File: src/rtl/stoch_weight_update_pkg.sv
// Shared constants and types for the probabilistic STDP weight-update block.
package stdp_pkg;

  localparam int unsigned      PW           = 7;
  localparam logic [PW-1:0]    LFSR_TAPS    = 7'b1100000;  // x^7 + x^6 + 1
  localparam logic [PW-1:0]    DEFAULT_SEED = 7'h5A;

  typedef enum logic [1:0] {
    IDLE  = 2'd0,
    DRAW  = 2'd1,
    APPLY = 2'd2
  } swu_state_e;

  // An all-zero LFSR state would lock up, so a zero seed is promoted to 1.
  function automatic logic [PW-1:0] fix_seed(input logic [PW-1:0] s);
    return (s == '0) ? {{(PW-1){1'b0}}, 1'b1} : s;
  endfunction

endpackage

File: src/rtl/stoch_weight_update_if.sv
// Update-request / result bundle between the spike-timing comparator and the weight block.
interface stoch_weight_update_if #(
  parameter int PW = 7,
  parameter int WW = 3
);
  logic          upd_valid;
  logic [PW-1:0] prob;
  logic          inc;
  logic          upd_ready;
  logic          upd_done;
  logic          applied;
  logic [WW-1:0] weight;

  modport master (
    output upd_valid, prob, inc,
    input  upd_ready, upd_done, applied, weight
  );

  modport slave (
    input  upd_valid, prob, inc,
    output upd_ready, upd_done, applied, weight
  );
endinterface

File: src/rtl/stoch_weight_update_lfsr.sv
// Free-running Fibonacci LFSR used as the random source for stochastic updates.
module lfsr_prng
  import stdp_pkg::*;
#(
  parameter int                WIDTH = 7,
  parameter logic [WIDTH-1:0]  SEED  = 7'h5A
) (
  input  logic             clk,
  input  logic             rst,
  input  logic             en,
  output logic [WIDTH-1:0] q
);

  localparam logic [WIDTH-1:0] TAPS = LFSR_TAPS[WIDTH-1:0];

  logic fb;
  assign fb = ^(q & TAPS);

  always_ff @(posedge clk) begin
    if (rst)     q <= SEED;
    else if (en) q <= {q[WIDTH-2:0], fb};
  end

endmodule

File: src/rtl/stoch_weight_update.sv
// Probabilistic STDP step: +/-1 saturating weight change with probability prob/127.
// Optional build macro SWU_DROP_CNT_EN adds a saturating count of dropped strobes.
module stoch_weight_update
  import stdp_pkg::*;
#(
  parameter int            WW     = 3,
  parameter int            W_INIT = 0,
  parameter logic [PW-1:0] SEED   = DEFAULT_SEED
) (
  input  logic                       clk,
  input  logic                       rst,
  stoch_weight_update_if.slave       bus
`ifdef SWU_DROP_CNT_EN
  ,
  output logic [7:0]                 drop_cnt
`endif
);

  localparam logic [PW-1:0] SEED_EFF = fix_seed(SEED);
  localparam logic [WW-1:0] W_MAX    = '1;

  swu_state_e    state_q, state_d;
  logic [PW-1:0] lfsr_q;
  logic [PW-1:0] prob_q;
  logic          inc_q;
  logic [WW-1:0] weight_q;
  logic          applied_q;
  logic          hit, step_en;

  lfsr_prng #(.WIDTH(PW), .SEED(SEED_EFF)) u_lfsr (
    .clk (clk),
    .rst (rst),
    .en  (1'b1),
    .q   (lfsr_q)
  );

  // The draw is evaluated at the DRAW edge so the registered weight and
  // upd_done become visible together in the APPLY cycle.
  assign hit     = (lfsr_q <= prob_q);
  assign step_en = hit && (inc_q ? (weight_q != W_MAX) : (weight_q != '0));

  always_comb begin
    state_d       = state_q;
    bus.upd_ready = 1'b0;
    bus.upd_done  = 1'b0;
    unique case (state_q)
      IDLE: begin
        bus.upd_ready = 1'b1;
        if (bus.upd_valid) state_d = DRAW;
      end
      DRAW:  state_d = APPLY;
      APPLY: begin
        bus.upd_done = 1'b1;
        state_d      = IDLE;
      end
      default: state_d = IDLE;
    endcase
  end

  always_ff @(posedge clk) begin
    if (rst) begin
      state_q   <= IDLE;
      prob_q    <= '0;
      inc_q     <= 1'b0;
      weight_q  <= WW'(W_INIT);
      applied_q <= 1'b0;
    end else begin
      state_q <= state_d;
      if (state_q == IDLE && bus.upd_valid) begin
        prob_q <= bus.prob;
        inc_q  <= bus.inc;
      end
      if (state_q == DRAW) begin
        applied_q <= step_en;
        if (step_en) weight_q <= inc_q ? weight_q + 1'b1 : weight_q - 1'b1;
      end
    end
  end

  assign bus.weight  = weight_q;
  assign bus.applied = bus.upd_done & applied_q;

`ifdef SWU_DROP_CNT_EN
  logic drop_ev;
  assign drop_ev = bus.upd_valid && (state_q != IDLE);

  always_ff @(posedge clk) begin
    if (rst)                             drop_cnt <= '0;
    else if (drop_ev && drop_cnt != 8'hFF) drop_cnt <= drop_cnt + 8'd1;
  end
`endif

endmodule
File: src/flat_wrapper.sv
// flat-port wrapper written by rule: the top's interface ports become plain ports
module stoch_weight_update_flat import stdp_pkg::*;
#(
  parameter int            WW     = 3,
  parameter int            W_INIT = 0,
  parameter logic [PW-1:0] SEED   = DEFAULT_SEED
)
  (clk, rst, bus_upd_valid, bus_prob, bus_inc, bus_upd_ready, bus_upd_done, bus_applied, bus_weight);
  stoch_weight_update_if #(.WW(WW)) bus_i ();
  input  logic clk;
  input  logic rst;
  input wire logic [$bits(bus_i.upd_valid)-1:0] bus_upd_valid;
  input wire logic [$bits(bus_i.prob)-1:0] bus_prob;
  input wire logic [$bits(bus_i.inc)-1:0] bus_inc;
  output wire logic [$bits(bus_i.upd_ready)-1:0] bus_upd_ready;
  output wire logic [$bits(bus_i.upd_done)-1:0] bus_upd_done;
  output wire logic [$bits(bus_i.applied)-1:0] bus_applied;
  output wire logic [$bits(bus_i.weight)-1:0] bus_weight;
  assign bus_i.upd_valid = bus_upd_valid;
  assign bus_i.prob = bus_prob;
  assign bus_i.inc = bus_inc;
  assign bus_upd_ready = bus_i.upd_ready;
  assign bus_upd_done = bus_i.upd_done;
  assign bus_applied = bus_i.applied;
  assign bus_weight = bus_i.weight;
  stoch_weight_update #(.WW(WW), .W_INIT(W_INIT), .SEED(SEED)) u_core (.clk(clk), .rst(rst), .bus(bus_i));
endmodule
File: config.mk
export PLATFORM = sky130hd
export DESIGN_NAME = stoch_weight_update_flat
export DESIGN_NICKNAME = d
export VERILOG_FILES = /design/src/rtl/stoch_weight_update_pkg.sv /design/src/rtl/stoch_weight_update_if.sv /design/src/rtl/stoch_weight_update_lfsr.sv /design/src/rtl/stoch_weight_update.sv /design/src/flat_wrapper.sv
export SDC_FILE = /design/constraint.sdc
export NUM_CORES = 1
export LEC_CHECK = 0
export BUFFER_PORTS_ARGS = -buffer_cell sky130_fd_sc_hd__buf_2
export CAP_MARGIN = 0
export CORE_UTILIZATION = 54
export DETAILED_ROUTE_END_ITERATION = 6
export GPL_TIMING_DRIVEN = 0
export PLACE_DENSITY = 0.75
export SYNTH_ARGS = -nofsm -noshare
export SYNTH_HDL_FRONTEND = slang
export SYNTH_SLANG_ARGS = --single-unit
File: constraint.sdc
create_clock -name clk -period 1.8 [get_ports clk]
set_input_delay 0.09 -clock clk [delete_from_list [all_inputs] [get_ports clk]]
set_output_delay 0.09 -clock clk [all_outputs]
set_load 0.05 [all_outputs]
==> impl.org <==
** Layout
- In the final layout, the multi-input gates occupy 562 sq um.
- At the end of the flow, the number of nets in the layout was 163.
- 0 antenna diodes ended up in the layout.
- Cells with a size suffix above 1 make up 18.2% of the layout.
- Fill cells in the final layout number 166.
- Signed area change from the synthesized netlist to the final layout :: 15.7%
- Register area :: 420 sq um

** Timing
- Setup violations remaining at the end of the flow were counted as 0.
- The number of hold violations in the final report was 0.
- Highest achievable clock rate :: 588 MHz
- The max-slew violation total from the final report is 0.
- For the final database, setup skew stands at 0.00137 ns.
- In the finished design, the share of the clock period the worst path needs comes to 94.5%.
- Headroom to the max-slew limit came out at 63.1%.
- After routing, the total negative slack on setup checks comes to 0 ns.
- Setup repair after global routing left no endpoint under its margin.
- For the pin with the worst max-slew slack, the measured transition is 0.551 ns.
- Final critical path time including I/O delays and setup :: 1.70 ns

** Route
- Number of DRC markers in iteration 0 :: 10
- Post-route antenna net violation count :: 0
- Using the TritonRoute via totals, the vias-per-cell ratio works out to 5.14.
- Number of design rule violations left after detail routing :: 0
- Vias :: 863
- Wirelength, routed :: 1990 microns
- Detailed-router iteration count before antenna repair :: 4
- Dividing the detail-routed wire length by the instance count gives 11.8 microns.

** Yosys
- Ranked by total cell area, the synthesized netlist is headed by sky130_fd_sc_hd__dfxtp_1 (40%), sky130_fd_sc_hd__ha_1 (8.4%), sky130_fd_sc_hd__nand2_1 (6.5%).
- sky130_fd_sc_hd__dfxtp_1 is the most common cell in the netlist.
- The number of nets in the synthesized netlist is 140.
- Distinct cells, synth :: 31
- Of the post-synthesis cell area, the dominant cell type holds 40.2%.
- Of the synthesized area, sequential elements account for 40.2%.
- Synth warn :: 0
- The synthesized design contains 21 register bits.
- Netlist area before placement :: 1050 sq um
- A synthesized cell averages 8.64 sq um.
- For this run, the leading register cell type out of synthesis is sky130_fd_sc_hd__dfxtp_1.
- Post-synth top area cell :: sky130_fd_sc_hd__dfxtp_1
- In this run, synthesis inferred 0 flip-flops with an integrated enable.
- Synthesized netlist cell count :: 121
- Top cells by count, synth :: sky130_fd_sc_hd__dfxtp_1 (21), sky130_fd_sc_hd__nand2_1 (18), sky130_fd_sc_hd__a21oi_1 (12)
- For this run, asynchronously set or reset flops after synthesis account for 0%.

** Setup path
- At the worst endpoint, the arrival time is 1.89 ns.
- The worst register-to-register path has a setup slack of 0.1 ns.
- Along the worst path, the maximum fanout reaches 7.
- Tracing the worst setup path back leads to its startpoint at u_core.prob_q[4].
- In this run the worst setup path terminates at u_core.bus.weight[2].
- STA classifies the critical path startpoint as a flip-flop.
- CP Data Required Time :: 1.99 ns
- Critical Path End Type :: flip-flop
- Number of cells on the worst reg-to-reg path :: 6
- Worst flop-to-flop path endpoint :: u_core.bus.weight[2]
- Startpoint of the worst register-to-register path :: u_core.prob_q[4]
- The critical path is of the reg2reg type.

** Clocking
- CTS max path bufs :: 2
- The root buffer cell chosen for the clock tree is sky130_fd_sc_hd__clkbuf_4.
- CTS built an H-tree with a depth of 1.
- Latest clock arrival within the worst-skew pair :: 0.30 ns
- Post-CTS repair changed the size of 0 cells.
- Post-CTS timing repair inserted 0 buffers for setup.
- In this run, CTS created clock tree buffers numbering 3.
- TritonCTS clock tree :: done
- Clock-pin slew was measured on the worst setup and hold paths at 0.12 ns.
- Counting every sink on the clock net gives 21.

** Floorplanning
- Core Footprint :: 1760 sq um
- Initial Util :: 59.3%
- The floorplan has 15 rows.
- Die width :: 46.0 microns
- Boundary pin count :: 17
- Die Y :: 46.0 microns
- The die covers 2120 sq um.

** Power and ir drop
- The share of total power dissipated in sequential elements is 53.8%.
- Switching power as a share of total power :: 31.4%
- Internal Pwr Total :: 672 uW
- Power spread over the standard cell area amounts to 810 nW/um^2.
- The analysis attributes to net switching a power of 308 uW.
- Clock network fraction of total power :: 22.7%
- The worst-case IR drop observed on VDD is 0.000582 V.
- The analysis attributes to cell leakage a power of 0.502 nW.
- Combinational share of power :: 23.5%
- Overall power consumption after layout is estimated at 980 uW.

** Global route
- Total congestion overflow after global routing :: 0
- The first global-routing pass estimated 3110 microns of wire.
- Entering global routing, the biggest net connects 13 pins.
- Overall Global Routing Usage :: 21.0%
- The initial antenna violation count was 0.
- Vias in the first global route :: 713

** Run status
- Run status :: completed

** Run
- Max-cap viol count :: 0

** Placed design
- At the end of routability-driven placement, the weighted congestion stood at 0.752.
- The wire-length estimate of the detail-placed layout is 1500 microns.
- Buffers placed on the I/O ports in this run total 15.

** Min path
- The min-delay analysis places its worst path in the category in2reg.
state kept, by name, indices dropped and copies added (netlist names):
| signal | flops |
|---|---|
| u_core.prob_q | 7 |
| u_core.u_lfsr.q | 7 |
| u_core.bus.weight | 3 |
| u_core.state_q | 2 |
| u_core.applied_q | 1 |
| u_core.inc_q | 1 |
kinds of logic after synthesis:
| logic type | count (synthesis) | share of synthesized area (%) |
|---|---|---|
| xor+xnor | 2 | 1.67 |
| compound gates | 23 | 16.5 |
| buf+inv | 15 | 6.10 |
| fa+ha+maj | 8 | 10.3 |
| simple gates | 52 | 25.2 |
| flops | 21 | 40.2 |
per-layer routing:
layer,GRT usage [%],vias up,routed length [microns]
met3,3.57,2,46
met4,10.6,0,23
met5,0,-,0
met1,29.6,389,1020
met2,30.4,13,900
li1,-,459,-
power by group through the flow:
stage,combinational (mW),sequential [mW],clock (mW)
after floorplan,0.148,0.559,0
after global placement,0.216,0.536,0
after detailed placement,0.225,0.538,0
after CTS,0.226,0.527,0.227
after global routing,0.256,0.533,0.255
final,0.230,0.527,0.223
worst max-delay path, cell delays in order (launching register included):
cell	delay (ns)
sky130_fd_sc_hd__dfxtp_1	0.35
sky130_fd_sc_hd__inv_1	0.05
sky130_fd_sc_hd__ha_1	0.30
sky130_fd_sc_hd__nand4_1	0.13
sky130_fd_sc_hd__nor2_1	0.47
sky130_fd_sc_hd__a2111o_1	0.19
sky130_fd_sc_hd__nand4_1	0.10
through the flow:
stage | std cells | worst slack (ns) | hold WS [ns] | area [sq um] | util, %
2_1_floorplan | 121 | 0.0793 | 0.226 | 1050 | -
3_3_place_gp | 161 | 0.128 | 0.330 | 1150 | 65.3
3_5_place_dp | 161 | 0.121 | 0.337 | 1150 | 65.3
4_1_cts | 165 | 0.0972 | 0.00869 | 1180 | 66.9
5_1_grt | 168 | 0.0123 | 0.00681 | 1210 | 68.6
6_report | 168 | 0.0990 | 0.0146 | 1210 | 68.6
worst min path at each step:
stage	from	end	slack, ns	cells after the start
floorplan	bus_prob[1]	u_core.prob_q[1]	0.23	2
global route	bus_prob[5]	u_core.prob_q[5]	0.007	3
detailed placement	bus_prob[1]	u_core.prob_q[1]	0.34	3
global placement	bus_prob[4]	u_core.prob_q[4]	0.33	3
finish	bus_prob[6]	u_core.prob_q[6]	0.01	3
CTS	bus_prob[6]	u_core.prob_q[6]	0.009	3
cell type report:
class	instances	share of cell area (%)
Multi-Input combinational cell	85	46.4
Buffer	5	2.17
Inverter	10	3.10
Tap cell	25	2.59
Clock buffer	3	1.86
Clock inverter	1	0.414
Sequential cell	21	34.7
Timing Repair Buffer	18	8.69
cells in the final DEF (no fill, tap or decap), drive strengths merged, types with 2 or more instances in the layout:
master       count
a2111o           2
clkbuf           7
buf             16
nor2             6
nor2b            5
a31oi            2
and2             2
dlygate4sd3      3
inv             10
nand4            6
nor3             2
a21oi           12
or2              4
nand2           18
a211oi           2
nand3            3
ha               7
dfxtp           21
nand3b           2
repair_timing:
item                                    in CTS  in global routing
hold endpoints to repair                     0                  3
endpoints found under the setup margin       0                  0
hold buffers                                 0                  3
Note: power is estimated with default switching activity, not from simulation.
